==> config.mk <==
export PLATFORM = sky130hd
export DESIGN_NAME = iram_boot_loader_flat
export DESIGN_NICKNAME = d
export VERILOG_FILES = /design/src/rtl/iram_boot_loader_pkg.sv /design/src/rtl/iram_boot_loader_if.sv /design/src/rtl/iram_boot_loader_uart_rx.sv /design/src/rtl/iram_boot_loader.sv /design/src/flat_wrapper.sv
export SDC_FILE = /design/constraint.sdc
export NUM_CORES = 1
export LEC_CHECK = 0
export CORE_UTILIZATION = 30
export CTS_CLUSTER_SIZE = 8
export DETAILED_ROUTE_END_ITERATION = 12
export HOLD_SLACK_MARGIN = 0.02
export PLACE_DENSITY = 0.47
export SYNTH_ARGS = -nofsm -noshare
export SYNTH_HDL_FRONTEND = slang
export SYNTH_SLANG_ARGS = --single-unit
==> constraint.sdc <==
create_clock -name clk -period 2.1 [get_ports clk]
set_input_delay 0.42 -clock clk [delete_from_list [all_inputs] [get_ports clk]]
set_output_delay 0.42 -clock clk [all_outputs]
set_load 0.01 [all_outputs]
==> src/rtl/iram_boot_loader_pkg.sv <==
// iram_boot_loader_pkg: sync byte, loader FSM states and bit-period divisor shared by the boot loader
package iram_boot_loader_pkg;
  localparam logic [7:0] SYNC = 8'hA5;
  typedef enum logic [2:0] {IDLE, LEN_LO, LEN_HI, DATA_LO, DATA_HI, CSUM, DONE} state_t;
  function automatic int bit_div(input int clk_hz, input int baud);
    return (clk_hz + baud / 2) / baud;
  endfunction
endpackage

==> src/rtl/iram_boot_loader_if.sv <==
// iram_boot_loader_if: serial input plus instruction RAM write port and CPU hold/status lines
interface iram_boot_loader_if #(parameter int ADDR_W = 12);
  logic rx;
  logic [ADDR_W-1:0] w_addr;
  logic [15:0] w_data;
  logic w_en, cpu_hold, load_done, load_error;
  modport master (input rx, output w_addr, w_data, w_en, cpu_hold, load_done, load_error);
  modport slave (output rx, input w_addr, w_data, w_en, cpu_hold, load_done, load_error);
endinterface

==> src/rtl/iram_boot_loader_uart_rx.sv <==
// uart_rx: 8N1 receiver with 2-FF synchroniser, mid-bit sampling and glitch/stop-bit rejection
module uart_rx import iram_boot_loader_pkg::*; #(
  parameter int CLK_HZ = 12_000_000,
  parameter int BAUD = 9600
) (
  input logic clk,
  input logic reset,
  input logic rx,
  output logic byte_valid,
  output logic [7:0] byte_data
);
  localparam int DIV = bit_div(CLK_HZ, BAUD);
  localparam int CW = $clog2(DIV);
  logic [2:0] sy;
  logic busy;
  logic [CW-1:0] cnt;
  logic [3:0] idx;
  // sy[1] is the synchronised line, sy[2] its previous value for edge detection
  always_ff @(posedge clk) begin
    if (reset) begin
      sy <= '1;
      busy <= 1'b0;
      cnt <= '0;
      idx <= '0;
      byte_valid <= 1'b0;
      byte_data <= '0;
    end else begin
      sy <= {sy[1:0], rx};
      byte_valid <= 1'b0;
      if (!busy) begin
        if (sy[2] && !sy[1]) begin
          busy <= 1'b1;
          cnt <= CW'(DIV / 2 - 1);
          idx <= '0;
        end
      end else if (cnt != '0) begin
        cnt <= cnt - 1'b1;
      end else begin
        cnt <= CW'(DIV - 1);
        idx <= idx + 1'b1;
        if (idx == 4'd0 && sy[1]) busy <= 1'b0;
        else if (idx == 4'd9) begin
          busy <= 1'b0;
          byte_valid <= sy[1];
        end else if (idx != 4'd0) byte_data <= {sy[1], byte_data[7:1]};
      end
    end
  end
endmodule

==> src/rtl/iram_boot_loader.sv <==
// iram_boot_loader: parses framed UART images into instruction RAM and releases the CPU on a valid checksum
module iram_boot_loader import iram_boot_loader_pkg::*; #(
  parameter int CLK_HZ = 12_000_000,
  parameter int BAUD = 9600,
  parameter int ADDR_W = 12,
  parameter int TIMEOUT_CYC = CLK_HZ / 10
) (
  input logic clk,
  input logic reset,
  iram_boot_loader_if.master bus
);
  localparam int MAX = 2 ** ADDR_W;
  localparam int TW = $clog2(TIMEOUT_CYC + 1);
  state_t state, state_n;
  logic byte_valid;
  logic [7:0] byte_data, len_lo, lo, csum;
  logic [ADDR_W-1:0] addr;
  logic [ADDR_W:0] left;
  logic [TW-1:0] tmo;
  logic [16:0] n;
  logic w_en, load_done, load_error, expire, wr, err, done, sync;
  uart_rx #(.CLK_HZ(CLK_HZ), .BAUD(BAUD)) u_rx (
    .clk(clk), .reset(reset), .rx(bus.rx), .byte_valid(byte_valid), .byte_data(byte_data)
  );
  assign n = {1'b0, byte_data, len_lo};
  assign expire = state != IDLE && state != DONE && tmo == TW'(TIMEOUT_CYC - 1);
  assign bus.w_addr = addr;
  assign bus.w_en = w_en;
  assign bus.load_done = load_done;
  assign bus.load_error = load_error;
  assign bus.cpu_hold = !load_done;
  // a received byte always takes priority over a timeout expiring in the same cycle
  always_comb begin
    state_n = state;
    wr = 1'b0;
    err = 1'b0;
    done = 1'b0;
    sync = 1'b0;
    if (byte_valid)
      case (state)
        IDLE: begin
          sync = byte_data == SYNC;
          state_n = sync ? LEN_LO : IDLE;
        end
        LEN_LO: state_n = LEN_HI;
        LEN_HI: begin
          err = n == '0 || n > 17'(MAX);
          state_n = err ? IDLE : DATA_LO;
        end
        DATA_LO: state_n = DATA_HI;
        DATA_HI: begin
          wr = 1'b1;
          state_n = left == (ADDR_W + 1)'(1) ? CSUM : DATA_LO;
        end
        CSUM: begin
          done = byte_data == csum;
          err = !done;
          state_n = done ? DONE : IDLE;
        end
        default: ;
      endcase
    else if (expire) begin
      err = 1'b1;
      state_n = IDLE;
    end
  end
  always_ff @(posedge clk) begin
    if (reset) begin
      state <= IDLE;
      addr <= '0;
      left <= '0;
      len_lo <= '0;
      lo <= '0;
      csum <= '0;
      tmo <= '0;
      w_en <= 1'b0;
      bus.w_data <= '0;
      load_done <= 1'b0;
      load_error <= 1'b0;
    end else begin
      state <= state_n;
      w_en <= wr;
      tmo <= (byte_valid || state_n == IDLE || state_n == DONE) ? '0 : tmo + 1'b1;
      if (wr) begin
        bus.w_data <= {byte_data, lo};
        left <= left - 1'b1;
      end
      if (w_en) addr <= addr + 1'b1;
      if (byte_valid && state == LEN_LO) len_lo <= byte_data;
      if (byte_valid && state == LEN_HI) left <= n[ADDR_W:0];
      if (byte_valid && state == DATA_LO) lo <= byte_data;
      if (byte_valid && (state == DATA_LO || state == DATA_HI)) csum <= csum + byte_data;
      if (sync) begin
        addr <= '0;
        csum <= '0;
        load_error <= 1'b0;
      end
      if (err) load_error <= 1'b1;
      if (done) load_done <= 1'b1;
    end
  end
endmodule

==> src/flat_wrapper.sv <==
// flat-port wrapper written by rule: the top's interface ports become plain ports
module iram_boot_loader_flat import iram_boot_loader_pkg::*;
#(
  parameter int CLK_HZ = 12_000_000,
  parameter int BAUD = 9600,
  parameter int ADDR_W = 12,
  parameter int TIMEOUT_CYC = CLK_HZ / 10
)
  (clk, reset, bus_rx, bus_w_addr, bus_w_data, bus_w_en, bus_cpu_hold, bus_load_done, bus_load_error);
  iram_boot_loader_if #(.ADDR_W(ADDR_W)) bus_i ();
  input logic clk;
  input logic reset;
  input wire logic [$bits(bus_i.rx)-1:0] bus_rx;
  output wire logic [$bits(bus_i.w_addr)-1:0] bus_w_addr;
  output wire logic [$bits(bus_i.w_data)-1:0] bus_w_data;
  output wire logic [$bits(bus_i.w_en)-1:0] bus_w_en;
  output wire logic [$bits(bus_i.cpu_hold)-1:0] bus_cpu_hold;
  output wire logic [$bits(bus_i.load_done)-1:0] bus_load_done;
  output wire logic [$bits(bus_i.load_error)-1:0] bus_load_error;
  assign bus_i.rx = bus_rx;
  assign bus_w_addr = bus_i.w_addr;
  assign bus_w_data = bus_i.w_data;
  assign bus_w_en = bus_i.w_en;
  assign bus_cpu_hold = bus_i.cpu_hold;
  assign bus_load_done = bus_i.load_done;
  assign bus_load_error = bus_i.load_error;
  iram_boot_loader #(.CLK_HZ(CLK_HZ), .BAUD(BAUD), .ADDR_W(ADDR_W), .TIMEOUT_CYC(TIMEOUT_CYC)) u_core (.clk(clk), .reset(reset), .bus(bus_i));
endmodule
* After elaboration in Yosys (flattened, before gate mapping)
Cells that the tools add are included.
Storage, ports and cells: register bits after elaboration 120, input port bits 3, output and inout bits 32, word-level logic and storage cells 102
Cells by class: $add $sub $neg 6, magnitude comparators 1, equal/unequal tests 13, mux-type cells 31, bitwise logic cells 4, reductions and logical operators 30
Operators by type and width (count):
- $mux W11 | 3
- $mux W13 | 2
- $add A21 B1 Y21 const B | 1
- $eq A21 B21 Y1 const B | 1
- $pmux W3 S6 | 1
- $logic_not A17 Y1 | 1
- $gt A16 B13 Y1 const B | 1
- $mux W1 | 16
- $eq A13 B1 Y1 const B | 1
- $sub A13 B1 Y13 const B | 1
- $add A12 B1 Y12 const B | 1
- $mux W3 | 4
- $mux W4 | 3
- $reduce_bool A11 Y1 | 1
- $sub A11 B1 Y11 const B | 1
- $eq A3 B3 Y1 const B | 3
- $add A8 B8 Y8 | 1
- $eq A8 B8 Y1 | 1
- $eq A8 B8 Y1 const B | 1
- $logic_and A1 B1 Y1 | 8
- $eq A3 B2 Y1 const B | 2
- $logic_not A3 Y1 | 2
- $reduce_bool A2 Y1 | 3
- $reduce_and A5 Y1 | 1
- 16 further kinds | 25

* Depth between registers and ports, before layout
depth after elaboration 9, gate-level depth with buffers 8, gate-level depth less buffers 8

* Hierarchy
From an unflattened synthesis, not the netlist that was laid out.
Second synthesis, totals: cells, all modules 699, area, all modules 5820.6 um^2
Modules (own cells, without submodules):
- iram_boot_loader | times used 1, cells an instance 550, area an instance 4500.6 um^2, sequential area each 1841.8 um^2
- uart_rx | times used 1, cells an instance 149, area an instance 1320.0 um^2, sequential area each 560.5 um^2

* Least setup slack after synthesis
No wires, ideal clock.
path type reg2reg, start point register u_core.u_rx.byte_data[0], end point register u_core.tmo[10], library setup time 64 ps, arrival time 1839 ps, data required time 2036 ps, path slack 197 ps, cell stages (with the launch flop) 9, path buffers 1, period minus slack after synthesis 1903 ps, cell sequence dfxtp_1 -> ha_1 -> nor4_1 -> nand3_1 -> o21ai_0 -> a21oi_1 -> a211o_1 -> buf_2 -> nor2_1
Between the ends: longest elaborated chain between the ends 9, elaborated cells on any way between the ends 15, classes of those cells order compare: 1; eq/ne: 3; mux: 5; reduce/logical: 6
RTL lines:
- start, declared | line iram_boot_loader_uart_rx.sv:10 | output logic [7:0] byte_data
- start signal, assigned | line iram_boot_loader_uart_rx.sv:45 | end else if (idx != 4'd0) byte_data <= {sy[1], byte_data[7:1]};
- $gt A16 B13 Y1 / $logic_not A17 Y1 (equally long branches) | line iram_boot_loader.sv:47 | err = n == '0 || n > 17'(MAX);
- $logic_or A1 B1 Y1 | line iram_boot_loader.sv:47
- $mux W2 | line iram_boot_loader.sv:48 | state_n = err ? IDLE : DATA_LO;
- $pmux W3 S6 * | line iram_boot_loader.sv:40 | case (state)
- $mux W3 * | line iram_boot_loader.sv:39 | if (byte_valid)
- $logic_not A3 Y1 | line iram_boot_loader.sv:83 | tmo <= (byte_valid || state_n == IDLE || state_n == DONE) ? '0 : tmo + 1'b1;
- $logic_or A1 B1 Y1 | line iram_boot_loader.sv:83
- $logic_or A1 B1 Y1 * | line iram_boot_loader.sv:83
- $reduce_or A2 Y1 (no line) *
- end signal, assigned | line iram_boot_loader.sv:83
- end, declared | line iram_boot_loader.sv:19 | logic [TW-1:0] tmo;
Mark *: on every way between the ends. The rest lies on a longest branch, timed or not. A chain may end at the register's enable or synchronous reset.

* Worst setup path after layout
start point register u_core.u_rx.byte_data[3], end point register u_core.csum[7]
Between the ends: longest elaborated chain between the ends 4, elaborated cells on any way between the ends 5, classes of those cells add/sub: 1; eq/ne: 1; mux: 2; reduce/logical: 1
RTL lines:
- $eq A8 B8 Y1 | line iram_boot_loader.sv:42 | sync = byte_data == SYNC;
- $mux W1 | line iram_boot_loader.sv:40
- $mux W1 | line iram_boot_loader.sv:39
- $reduce_or A2 Y1 (no line)
- end signal, assigned | line iram_boot_loader.sv:92 | if (byte_valid && (state == DATA_LO || state == DATA_HI)) csum <= csum + byte_data;
- end, declared | line iram_boot_loader.sv:16 | logic [7:0] byte_data, len_lo, lo, csum;
Parallel ways exist; a longest one is shown, timed or not.

==> flow_summary.toml <==
[yosys]
syn_area_per_cell_sq_um = 8.30
synth_cell_types = 61
syn-num-nets = 686
syn-cell-area_sq_mm = 0.00554
synthCells = 667
synth_edf_count = 0
async_reset_ff_frac = 0
yosysWarnings = 0
synth_seq_cells = 120
synth_ff_type = "dfxtp_1"
seq_area_frac_synth = 0.434

[critical_path]
setup.worst_path.class = "register to register"
rrSetupSlack_ns = 0.07
worstPathRequired_ns = 2.40
cp_slowest_cell = "or4_1"
endpoint_kind = "register"
worstPathMaxFanout = 8
critPathMaxStageDelay_ns = 0.58
crit_chain = "buf_4, or4_1, nor4b_4, a21o_1, nor2_1, mux2_2"
r2r-start = "u_core.u_rx.byte_data[3]"
cp-start-kind = "register"
ff2ff_path_depth = 6
r2r-end = "u_core.csum[7]"
cp.arrival_ns = 2.33

[route]
vias = 4687
wl_per_cell_um = 13.3
dr.pass1.iters = 4
vias_per_cell = 4.86
drtIter0Drc = 125
route.antenna.remaining_nets = 0
wl_um = 12800
drc = 0

[global_routing]
grtUsageTotal = 0.144
grt_max_degree = 39
overflow = 0
grt_first_pass_wirelength_um = 21100
antenna_found_initial = 0
grt_pass1_vias = 4396

[clock_tree]
numCtsBuffers = 17
root_buffer = "clkbuf_16"
cts_sinks = 120
cts_tree = "built"
holdBufCountCts = 0
clk_pin_slew_worst_paths_ns = 0.05
clk_latency_ns = 0.42
htreeDepth = 4
clockBufferDepth = 2

[worst_hold_path]
worstHoldStart = "reset"
hp-class = "input port to register"
whs_endpoint = "u_core.u_rx.byte_data[7]"
hold_depth = 2

[sta]
finalHoldViolations = 0
fin_crit_sh = 0.966
period_minus_slack_ns = 2.03
clock_skew_ns = 0.00757
finalSetupViolCount = 0
relSlewSlack = 0.599
tns_ns = 0
drv_slew = 0
fmax_mhz = 493
worstMarginPinSlew_ns = 0.600
layout_setup_ws_ns = 0.0719
rsz0062_at_grt = "no"

[floorplan]
rows = 49
io_pins = 35
core_area_sq_mm = 0.0180
dieArea_sq_mm = 0.0190
die_h_um = 138
start_util = 0.307
die_x_um = 138

[place]
dp.cells = 932
gp_congestion = 0.787
hpwl_um = 9130
port_buffers = 34
pre_cts_slack_ns = 0.0267

[final_layout]
drive_gt1_frac = 0.125
num_antenna_cells = 0
fillers = 1815
nNetsFinal = 742
register_area_sq_mm = 0.00240
final_common_cell = "dfxtp_1"
multiInputGateArea_sq_mm = 0.00295
most-common-layout-cells = "120 x dfxtp_1, 104 x nand2_1, 78 x nor2_1"
area_growth_pct = 26.9
final_cells = 964

[job]
max_cap_viol_count = 0

[pwr]
ir_worst_vdd_mv = 0.542
p_leak_nw = 2.53
powerDensity_mw_per_mm2 = 832

[outcome]
outcome = "completed"
-- routing by layer --
layer | GRT usage | wire [um] | share of wire | up-vias
li1 | - | - | - | 2425
met1 | 0.172 | 5960 | 0.47 | 2179
met2 | 0.242 | 6220 | 0.49 | 64
met3 | 0.0384 | 398 | 0.031 | 19
met4 | 0.0604 | 213 | 0.017 | 0
met5 | 0 | 0 | 0 | -
-- cell usage after synthesis, types with 4 or more instances --
cell | instances | area share
a211oi_1 | 6 | 0.0081
a21o_1 | 4 | 0.0054
a21oi_1 | 72 | 0.065
and3_1 | 11 | 0.012
buf_2 | 11 | 0.0099
clkbuf_1 | 20 | 0.014
dfxtp_1 | 120 | 0.43
ha_1 | 15 | 0.034
inv_1 | 17 | 0.012
mux2i_1 | 11 | 0.020
nand2_1 | 104 | 0.070
nand3_1 | 20 | 0.018
nand4_1 | 11 | 0.012
nand4b_1 | 4 | 0.0063
nor2_1 | 78 | 0.053
nor2b_1 | 5 | 0.0056
nor3_1 | 21 | 0.019
nor4_1 | 10 | 0.011
o21a_1 | 4 | 0.0054
o21ai_0 | 10 | 0.0090
or3_1 | 8 | 0.0090
or4_1 | 4 | 0.0054
xnor2_1 | 18 | 0.028
xor2_1 | 26 | 0.041
-- final cells by class --
class,instances,area share
clock buffers,18,0.0625
clock inverters,13,0.0322
inverters,18,0.00961
multi-input cells,493,0.420
flip-flops and latches,120,0.342
well taps,229,0.0408
repair buffers,73,0.0934
-- kinds of logic (layout without fill, tap and decap cells) --
logic type,count (synthesis),count (layout),synth area share
buffers and inverters,54,122,0.0425
AOI/OAI and AO/OA,115,115,0.121
and+or+nand+nor,305,305,0.272
xor gates and xnor gates,44,44,0.0696
muxes,13,13,0.0239
DFF,120,120,0.434
adders and majority gates,16,16,0.0375
-- how the worst max path moves through the flow --
| stage | startpoint | endpoint | slack (ns) | cells after the start |
|---|---|---|---|---|
| after floorplan | u_core.u_rx.byte_data[0] | u_core.tmo[10] | 0.20 | 8 |
| after global placement | u_core.u_rx.byte_data[3] | u_core.csum[1] | 0.07 | 6 |
| after detailed placement | u_core.u_rx.byte_data[3] | u_core.bus.w_addr[10] | 0.03 | 6 |
| after CTS | u_core.u_rx.byte_data[3] | u_core.csum[1] | 0.02 | 6 |
| after global routing | u_core.csum[2] | u_core.csum[6] | 0.002 | 7 |
| final | u_core.u_rx.byte_data[3] | u_core.csum[7] | 0.07 | 6 |
-- stage by stage --
stage	utilization	cell area, sq um	hold WS (ns)	total power [mW]
2_1_floorplan	-	5540	0.389	2.54
3_3_place_gp	0.350	6300	0.415	2.60
3_5_place_dp	0.350	6300	0.420	2.61
4_1_cts	0.387	6970	0.368	5.94
5_1_grt	0.390	7030	0.381	6.07
6_report	0.390	7030	0.386	5.85
-- flip-flops by register name (all words and copies together), names as in the netlist --
register / cells
u_core.tmo: 21
u_core.bus.w_data: 16
u_core.left: 13
u_core.bus.w_addr: 12
u_core.u_rx.cnt: 11
u_core.csum: 8
u_core.len_lo: 8
u_core.lo: 8
u_core.u_rx.byte_data: 8
u_core.u_rx.idx: 4
u_core.state: 3
u_core.u_rx.sy: 3
u_core.bus.load_done: 1
u_core.bus.load_error: 1
u_core.bus.w_en: 1
u_core.u_rx.busy: 1
u_core.u_rx.byte_valid: 1
-- report_power, final --
group          switching (mW)  total, mW  internal (mW)
Clock                    1.04       3.28           2.24
Combinational           0.132      0.230         0.0984
Sequential             0.0301       2.34           2.31
Total                    1.20       5.85           4.65
-- worst max-delay path, delay by kind of cell, from the launching register on --
| family | cells | cell delay, ns |
|---|---|---|
| and+or+nand+nor | 3 | 0.92 |
| muxes | 1 | 0.25 |
| AOI/OAI and AO/OA | 1 | 0.24 |
| buffers and inverters | 1 | 0.18 |
| DFF | 1 | 0.33 |
-- what timing repair did --
item / in CTS / in global routing
resized for setup: 0 / 8
endpoints found under the setup margin: 0 / 42
buffers inserted: 0 / 1
Power figures use the tool's default switching activity.
